## src/rtl/apb_sched_pkg.sv

```systemverilog
// Shared types and helpers for the APB round-robin scheduler.
//   apb_state_t : APB master phase encoding
//   idx_w()     : width of a requester index, never less than 1 bit
package apb_sched_pkg;

  typedef enum logic [1:0] {
    ST_IDLE   = 2'b00,
    ST_SETUP  = 2'b01,
    ST_ACCESS = 2'b10
  } apb_state_t;

  function automatic int idx_w(input int n);
    return (n > 1) ? $clog2(n) : 1;
  endfunction

endpackage

```

## src/rtl/rr_arbiter.sv

```systemverilog
// Round-robin arbiter. The search starts at the rotating pointer and wraps
// upward modulo NUM_REQ. The pointer moves to grant+1 only when advance_i is
// high, so an un-accepted grant leaves the priority order untouched.
//   clk, reset_n : clock, async active-low reset (pointer -> 0)
//   req_i        : request vector
//   advance_i    : the current grant was accepted
//   gnt_o        : one-hot grant (combinational from req_i)
//   gnt_idx_o    : binary index of gnt_o
module rr_arbiter
  import apb_sched_pkg::*;
#(
  parameter int NUM_REQ = 4,
  parameter int IDX_W   = idx_w(NUM_REQ)
) (
  input  logic               clk,
  input  logic               reset_n,
  input  logic [NUM_REQ-1:0] req_i,
  input  logic               advance_i,
  output logic [NUM_REQ-1:0] gnt_o,
  output logic [IDX_W-1:0]   gnt_idx_o
);

  logic [IDX_W-1:0] ptr_q;
  logic [IDX_W:0]   sum;
  logic [IDX_W-1:0] idx;
  logic             found;

  always_comb begin
    gnt_o     = '0;
    gnt_idx_o = '0;
    found     = 1'b0;
    sum       = '0;
    idx       = '0;
    for (int off = 0; off < NUM_REQ; off++) begin
      // ptr + off < 2*NUM_REQ, so one conditional subtract is a full modulo
      sum = {1'b0, ptr_q} + (IDX_W+1)'(off);
      if (sum >= (IDX_W+1)'(NUM_REQ)) sum = sum - (IDX_W+1)'(NUM_REQ);
      idx = sum[IDX_W-1:0];
      if (!found && req_i[idx]) begin
        found      = 1'b1;
        gnt_o[idx] = 1'b1;
        gnt_idx_o  = idx;
      end
    end
  end

  always_ff @(posedge clk or negedge reset_n) begin
    if (!reset_n) begin
      ptr_q <= '0;
    end else if (advance_i) begin
      ptr_q <= (gnt_idx_o == IDX_W'(NUM_REQ-1)) ? '0 : gnt_idx_o + IDX_W'(1);
    end
  end

endmodule

```

## src/rtl/apb_rr_scheduler.sv

```systemverilog
// Shares one APB slave port between NUM_REQ valid/ready requesters.
// A round-robin arbiter picks a requester in IDLE; the APB master walks
// IDLE -> SETUP -> ACCESS and returns a one-cycle registered response to the
// granted requester. ACCESS is abandoned with an error after TIMEOUT cycles
// of pready_i low.
//
// state  | meaning
// IDLE   | bus idle, grant offered on req_ready_o
// SETUP  | psel=1, penable=0, captured command on the bus
// ACCESS | psel=1, penable=1, waiting for pready_i or timeout
//
//   req_valid_i/req_ready_o/req_write_i/req_addr_i/req_wdata_i : command ports
//   rsp_valid_o/rsp_rdata_o/rsp_err_o                          : response
//   psel_o/penable_o/paddr_o/pwrite_o/pwdata_o/pready_i/prdata_i : APB master
module apb_rr_scheduler
  import apb_sched_pkg::*;
#(
  parameter int NUM_REQ = 4,
  parameter int ADDR_W  = 32,
  parameter int DATA_W  = 32,
  parameter int TIMEOUT = 15
) (
  input  logic                      clk,
  input  logic                      reset_n,
  input  logic [NUM_REQ-1:0]        req_valid_i,
  output logic [NUM_REQ-1:0]        req_ready_o,
  input  logic [NUM_REQ-1:0]        req_write_i,
  input  logic [NUM_REQ*ADDR_W-1:0] req_addr_i,
  input  logic [NUM_REQ*DATA_W-1:0] req_wdata_i,
  output logic [NUM_REQ-1:0]        rsp_valid_o,
  output logic [DATA_W-1:0]         rsp_rdata_o,
  output logic                      rsp_err_o,
  output logic                      psel_o,
  output logic                      penable_o,
  output logic [ADDR_W-1:0]         paddr_o,
  output logic                      pwrite_o,
  output logic [DATA_W-1:0]         pwdata_o,
  input  logic                      pready_i,
  input  logic [DATA_W-1:0]         prdata_i
);

  localparam int IDX_W = idx_w(NUM_REQ);

  apb_state_t          state_q, state_d;
  logic [7:0]          wait_q, wait_d;
  logic [NUM_REQ-1:0]  gnt;
  logic [IDX_W-1:0]    gnt_idx;
  logic [IDX_W-1:0]    gidx_q;
  logic                accept, done, abort;
  logic [ADDR_W-1:0]   paddr_q;
  logic [DATA_W-1:0]   pwdata_q;
  logic                pwrite_q;
  logic [NUM_REQ-1:0]  rsp_valid_q;
  logic [DATA_W-1:0]   rsp_rdata_q;
  logic                rsp_err_q;

  rr_arbiter #(.NUM_REQ(NUM_REQ), .IDX_W(IDX_W)) u_arb (
    .clk       (clk),
    .reset_n   (reset_n),
    .req_i     (req_valid_i),
    .advance_i (accept),
    .gnt_o     (gnt),
    .gnt_idx_o (gnt_idx)
  );

  assign accept = (state_q == ST_IDLE) && (|req_valid_i);

  // Gated by reset_n so no grant is offered while the block is held in reset.
  assign req_ready_o = (state_q == ST_IDLE && reset_n) ? gnt : '0;

  always_comb begin
    state_d = state_q;
    wait_d  = wait_q;
    done    = 1'b0;
    abort   = 1'b0;
    case (state_q)
      ST_IDLE: begin
        if (accept) state_d = ST_SETUP;
      end
      ST_SETUP: begin
        state_d = ST_ACCESS;
        wait_d  = '0;
      end
      ST_ACCESS: begin
        if (pready_i) begin
          state_d = ST_IDLE;
          done    = 1'b1;
        end else if (wait_q == 8'(TIMEOUT-1)) begin
          state_d = ST_IDLE;
          abort   = 1'b1;
        end else begin
          wait_d  = wait_q + 8'd1;
        end
      end
      default: state_d = ST_IDLE;
    endcase
  end

  always_ff @(posedge clk or negedge reset_n) begin
    if (!reset_n) begin
      state_q <= ST_IDLE;
      wait_q  <= '0;
    end else begin
      state_q <= state_d;
      wait_q  <= wait_d;
    end
  end

  always_ff @(posedge clk or negedge reset_n) begin
    if (!reset_n) begin
      paddr_q  <= '0;
      pwdata_q <= '0;
      pwrite_q <= 1'b0;
      gidx_q   <= '0;
    end else if (accept) begin
      paddr_q  <= req_addr_i[gnt_idx*ADDR_W +: ADDR_W];
      pwdata_q <= req_wdata_i[gnt_idx*DATA_W +: DATA_W];
      pwrite_q <= req_write_i[gnt_idx];
      gidx_q   <= gnt_idx;
    end
  end

  always_ff @(posedge clk or negedge reset_n) begin
    if (!reset_n) begin
      rsp_valid_q <= '0;
      rsp_rdata_q <= '0;
      rsp_err_q   <= 1'b0;
    end else begin
      rsp_valid_q <= '0;
      if (done || abort) rsp_valid_q[gidx_q] <= 1'b1;
      rsp_rdata_q <= (done && !pwrite_q) ? prdata_i : '0;
      rsp_err_q   <= abort;
    end
  end

  assign psel_o      = (state_q != ST_IDLE);
  assign penable_o   = (state_q == ST_ACCESS);
  assign paddr_o     = paddr_q;
  assign pwdata_o    = pwdata_q;
  assign pwrite_o    = pwrite_q;
  assign rsp_valid_o = rsp_valid_q;
  assign rsp_rdata_o = rsp_rdata_q;
  assign rsp_err_o   = rsp_err_q;

endmodule

```

## config.mk

```make
export PLATFORM = sky130hd
export DESIGN_NAME = apb_rr_scheduler
export DESIGN_NICKNAME = d
export VERILOG_FILES = /design/src/rtl/apb_sched_pkg.sv /design/src/rtl/rr_arbiter.sv /design/src/rtl/apb_rr_scheduler.sv
export SDC_FILE = /design/constraint.sdc
export NUM_CORES = 1
export LEC_CHECK = 0
export CORE_ASPECT_RATIO = 1.25
export CORE_MARGIN = 8
export CORE_UTILIZATION = 35
export CTS_BUF_LIST = sky130_fd_sc_hd__clkbuf_16
export CTS_CLUSTER_SIZE = 20
export DETAILED_ROUTE_END_ITERATION = 16
export PLACE_DENSITY = 0.82
export SLEW_MARGIN = 20
export SYNTH_ARGS = -nofsm -noshare
export SYNTH_HDL_FRONTEND = slang
export SYNTH_SLANG_ARGS = --single-unit
```

## constraint.sdc

```tcl
create_clock -name clk -period 3.76 [get_ports clk]
set_input_delay 0.376 -clock clk [delete_from_list [all_inputs] [get_ports clk]]
set_output_delay 0.376 -clock clk [all_outputs]
set_load 0.005 [all_outputs]
```

==> summary.txt <==
Critical path
  – Critical path data required time: 3.38 ns
  – CP max FO: 65
  – Worst setup SP type: register
  – Kind of critical path: register to primary output
  – CP arrival: between 3 and 4 ns
  – Critical path capture point type: primary output

Detailed routing
  – TritonRoute pass-1 iters: 6
  – Iter 0 DRT Violations: 496
  – Routed Antenna Nets: 0
  – Avg WL per Cell: 22.49 um
  – # DRC: 0
  – Via Count: 8903
  – WL final: about 34 mm
  – Drt via density: around 5.8

Logic synthesis
  – Synth Area in XOR/XNOR: 0.002171
  – Synth async-reset ratio: 1.000
  – Synth Instances: 859
  – Synth Area in Compound Gates: 0.3374
  – Yosys cell types: between 40 and 50
  – Ys Warns: 0
  – Synthesized netlist net count: 1172
  – Main combinational cell family by area after synthesis: compound AO/OA/AOI/OAI gates
  – Synthesized area: around 8100 sq um
  – Avg Synthesized Cell Area: 9.395 sq um
  – Synth Flop Type: dfrtp_1
  – Multiplexer share of the synthesized area: 0.07442
  – Synthesis-stage register bit count: 116
  – Register area share after synthesis: 0.3597
  – Number of synthesized flops with an enable pin: 0
  – Adder-cell share of the synthesized area: 0.02171
  – Simple-Gate Fraction of Synth Area: 0.1467

Clocking
  – Clk root buf: clkbuf_16
  – Clock sinks: 116
  – Clock Pin Slew Worst Setup and Hold Paths: 0.07 ns
  – Clk_lat worst skew: 0.42 ns
  – Number of buffers added for setup after CTS: 0
  – TritonCTS clock tree: done
  – H-tree levels: 4
  – Clock Path Buffers: 2
  – CTS Buf Count: 17

Final layout
  – Final Instance Count excl. Fillers: 1522
  – Register Area: 2904 sq um
  – Post-route cell area: between 10000 and 15000 sq um
  – Layout Nets: around 1500
  – Most common cell after layout, fill and taps aside: clkdlybuf4s50_1
  – P&R area growth vs syn: 60.03%
  – Most frequent cells in the layout: 405 x clkdlybuf4s50_1, 115 x dfrtp_1, 69 x nand2_1, 40 x a21o_1
  – Area of the multi-input gates: 4772 sq um
  – Filler cell count: between 2000 and 2500
  – Layout cells sized above 1: 0.09084

Floorplan
  – I/O Pins: about 410
  – Initial Util: 0.3539
  – Num rows: 62
  – Die area: 28200 sq um
  – Width of the die: 151.8 um
  – Die Ht: 185.8 um
  – Core box area: 22810 sq um

Timing
  – Worst slew pin tran: approximately 1.1 ns
  – Final setup fails: 0
  – Final Hold Vio Count: 0
  – Clock skew: roughly 0.013 ns
  – Rel. slew slack: 0.2813
  – Final worst setup slack: 0.1880 ns
  – Top achievable clock speed: 0.2800 GHz
  – Final Max Tran Viols: 0
  – Final worst-path cycle share: 0.9500
  – Fin crit period: 3.572 ns

Global routing
  – Initial antenna violation count: 0
  – Largest net degree at the start of global routing: 67
  – Vias in the first global route: 9289
  – Grt ovf: 0
  – First-pass GRT wire length: roughly 53 mm
  – Total GRT Usage: 0.2313

Pwr
  – Total power: 10.40 mW
  – Leak: 5.219 nW
  – VDD IR max: around 0.68 mV
  – Pwr Density: 805.1 nW/um^2

Placed design
  – Placed Cells: ~1500
  – Dpl ws: 0.2714 ns
  – Placed Instance Area: around 12000 sq um
  – Hpwl dp: 24.51 mm
  – Routability cong.: between 0.8 and 0.9
  – Port bufs: 406

Status
  – Status: complete, no violations

Min path
  – Hold Path Class: input pin to asynchronous set/reset pin

Flow run
  – Max cap viols: 0
-- power breakdown --
| part | switching, mW | total [mW] | leakage (nW) | internal (mW) |
|---|---|---|---|---|
| Sequential | 0.272 | 1.98 | 1.49 | 1.71 |
| Clock | 0.701 | 1.57 | 0.272 | 0.872 |
| Combinational | 3.68 | 6.84 | 3.46 | 3.16 |
| Total | 4.66 | 10.4 | 5.22 | 5.74 |
-- Yosys cell counts, drive strengths merged (14+ instances only) --
| library cell | instances | area, sq um |
|---|---|---|
| nand2 | 69 | 259.0 |
| a211oi | 29 | 217.7 |
| nand3 | 31 | 155.2 |
| and2 | 35 | 219.0 |
| a22o | 33 | 289.0 |
| nor3 | 30 | 155.1 |
| a21oi | 29 | 145.1 |
| ha | 14 | 175.2 |
| o21ai | 34 | 173.9 |
| buf | 37 | 234.0 |
| o21a | 38 | 285.3 |
| a21o | 40 | 300.3 |
| mux2 | 42 | 473.0 |
| and3 | 30 | 187.7 |
| a41o | 28 | 280.3 |
| a31oi | 28 | 175.2 |
| dfrtp | 116 | 2903 |
| nor2 | 22 | 97.59 |
| clkbuf | 53 | 200.2 |
| a32o | 38 | 380.4 |
| a221o | 37 | 370.4 |
-- kinds of logic (layout without fill, tap and decap cells) --
kind of cell             count (synthesis)  after routing
buffers and inverters                   99            473
adder cells (fa/ha/maj)                 14             14
other                                    0              1
AND/OR/NAND/NOR                        230            230
XOR/XNOR                                 2              2
multiplexers                            51             51
flip-flops                             116            116
AO/OA/AOI/OAI                          347            347
-- path summary, 6_finish.rpt --
kind | slack, ns | from | depth (start not counted) | end
worst max-delay path | 0.19 | u_arb.ptr_q[0] | 6 | req_ready_o[3]
worst max register to register | 0.32 | u_arb.ptr_q[0] | 8 | u_arb.ptr_q[1]
worst min register to register | 0.49 | paddr_o[11] | 2 | paddr_o[11]
worst min-delay path | 0.39 | reset_n | 2 | rsp_valid_o[1]
max in group asynchronous | 2.19 | reset_n | 3 | paddr_o[10]
min in group clk | 0.49 | paddr_o[11] | 2 | paddr_o[11]
-- critical path, stage by stage, from the launching register on --
cell and delay [ns]:
dfrtp_2 0.48, buf_4 0.62, mux2i_4 0.61, nor3_2 0.14
a221oi_1 0.39, nor2_1 0.07, clkdlybuf4s50_1 0.47
-- metal layers --
metal | part of all wire | wire [um] | global-route usage
met5 | 0 | 0 | 0
met3 | 0.10 | 3466 | 0.07836
met2 | 0.51 | 17500 | 0.4069
met4 | 0.023 | 797 | 0.07576
met1 | 0.36 | 12460 | 0.2590
-- metrics by stage --
step | hold WS (ns) | TNS [ns] | utilization
global route | 0.4112 | -0.005610 | 0.5662
CTS | 0.3847 | 0 | 0.5659
detailed placement | 0.2713 | 0 | 0.5410
global placement | 0.2674 | 0 | 0.5410
floorplan | 0.08041 | 0 | -
finish | 0.3914 | 0 | 0.5663
-- final cells by class --
class	instances	share of cell area
tap	288	0.02790
clock inverter	15	0.01027
antenna	1	0.0001938
multi-input combinational	644	0.3695
inverter	9	0.002616
clock buffer	17	0.03294
sequential	116	0.2249
timing repair buffer	432	0.3317
-- repair_timing --
action | CTS | global route
gates resized for setup | 0 | 1
endpoints found under the setup margin | 0 | 4
hold endpoints to repair | 18 | 0
hold buffers | 1 | 0
-- flip-flops by register name (all words and copies together), names as in the netlist --
name,count
rsp_rdata_o,32
u_arb.ptr_q,2
paddr_o,32
gidx_q,2
wait_q,8
pwdata_o,32
pwrite_o,1
rsp_valid_o,4
rsp_err_o,1
state_q,2
Note: power is estimated with default switching activity, not from simulation.
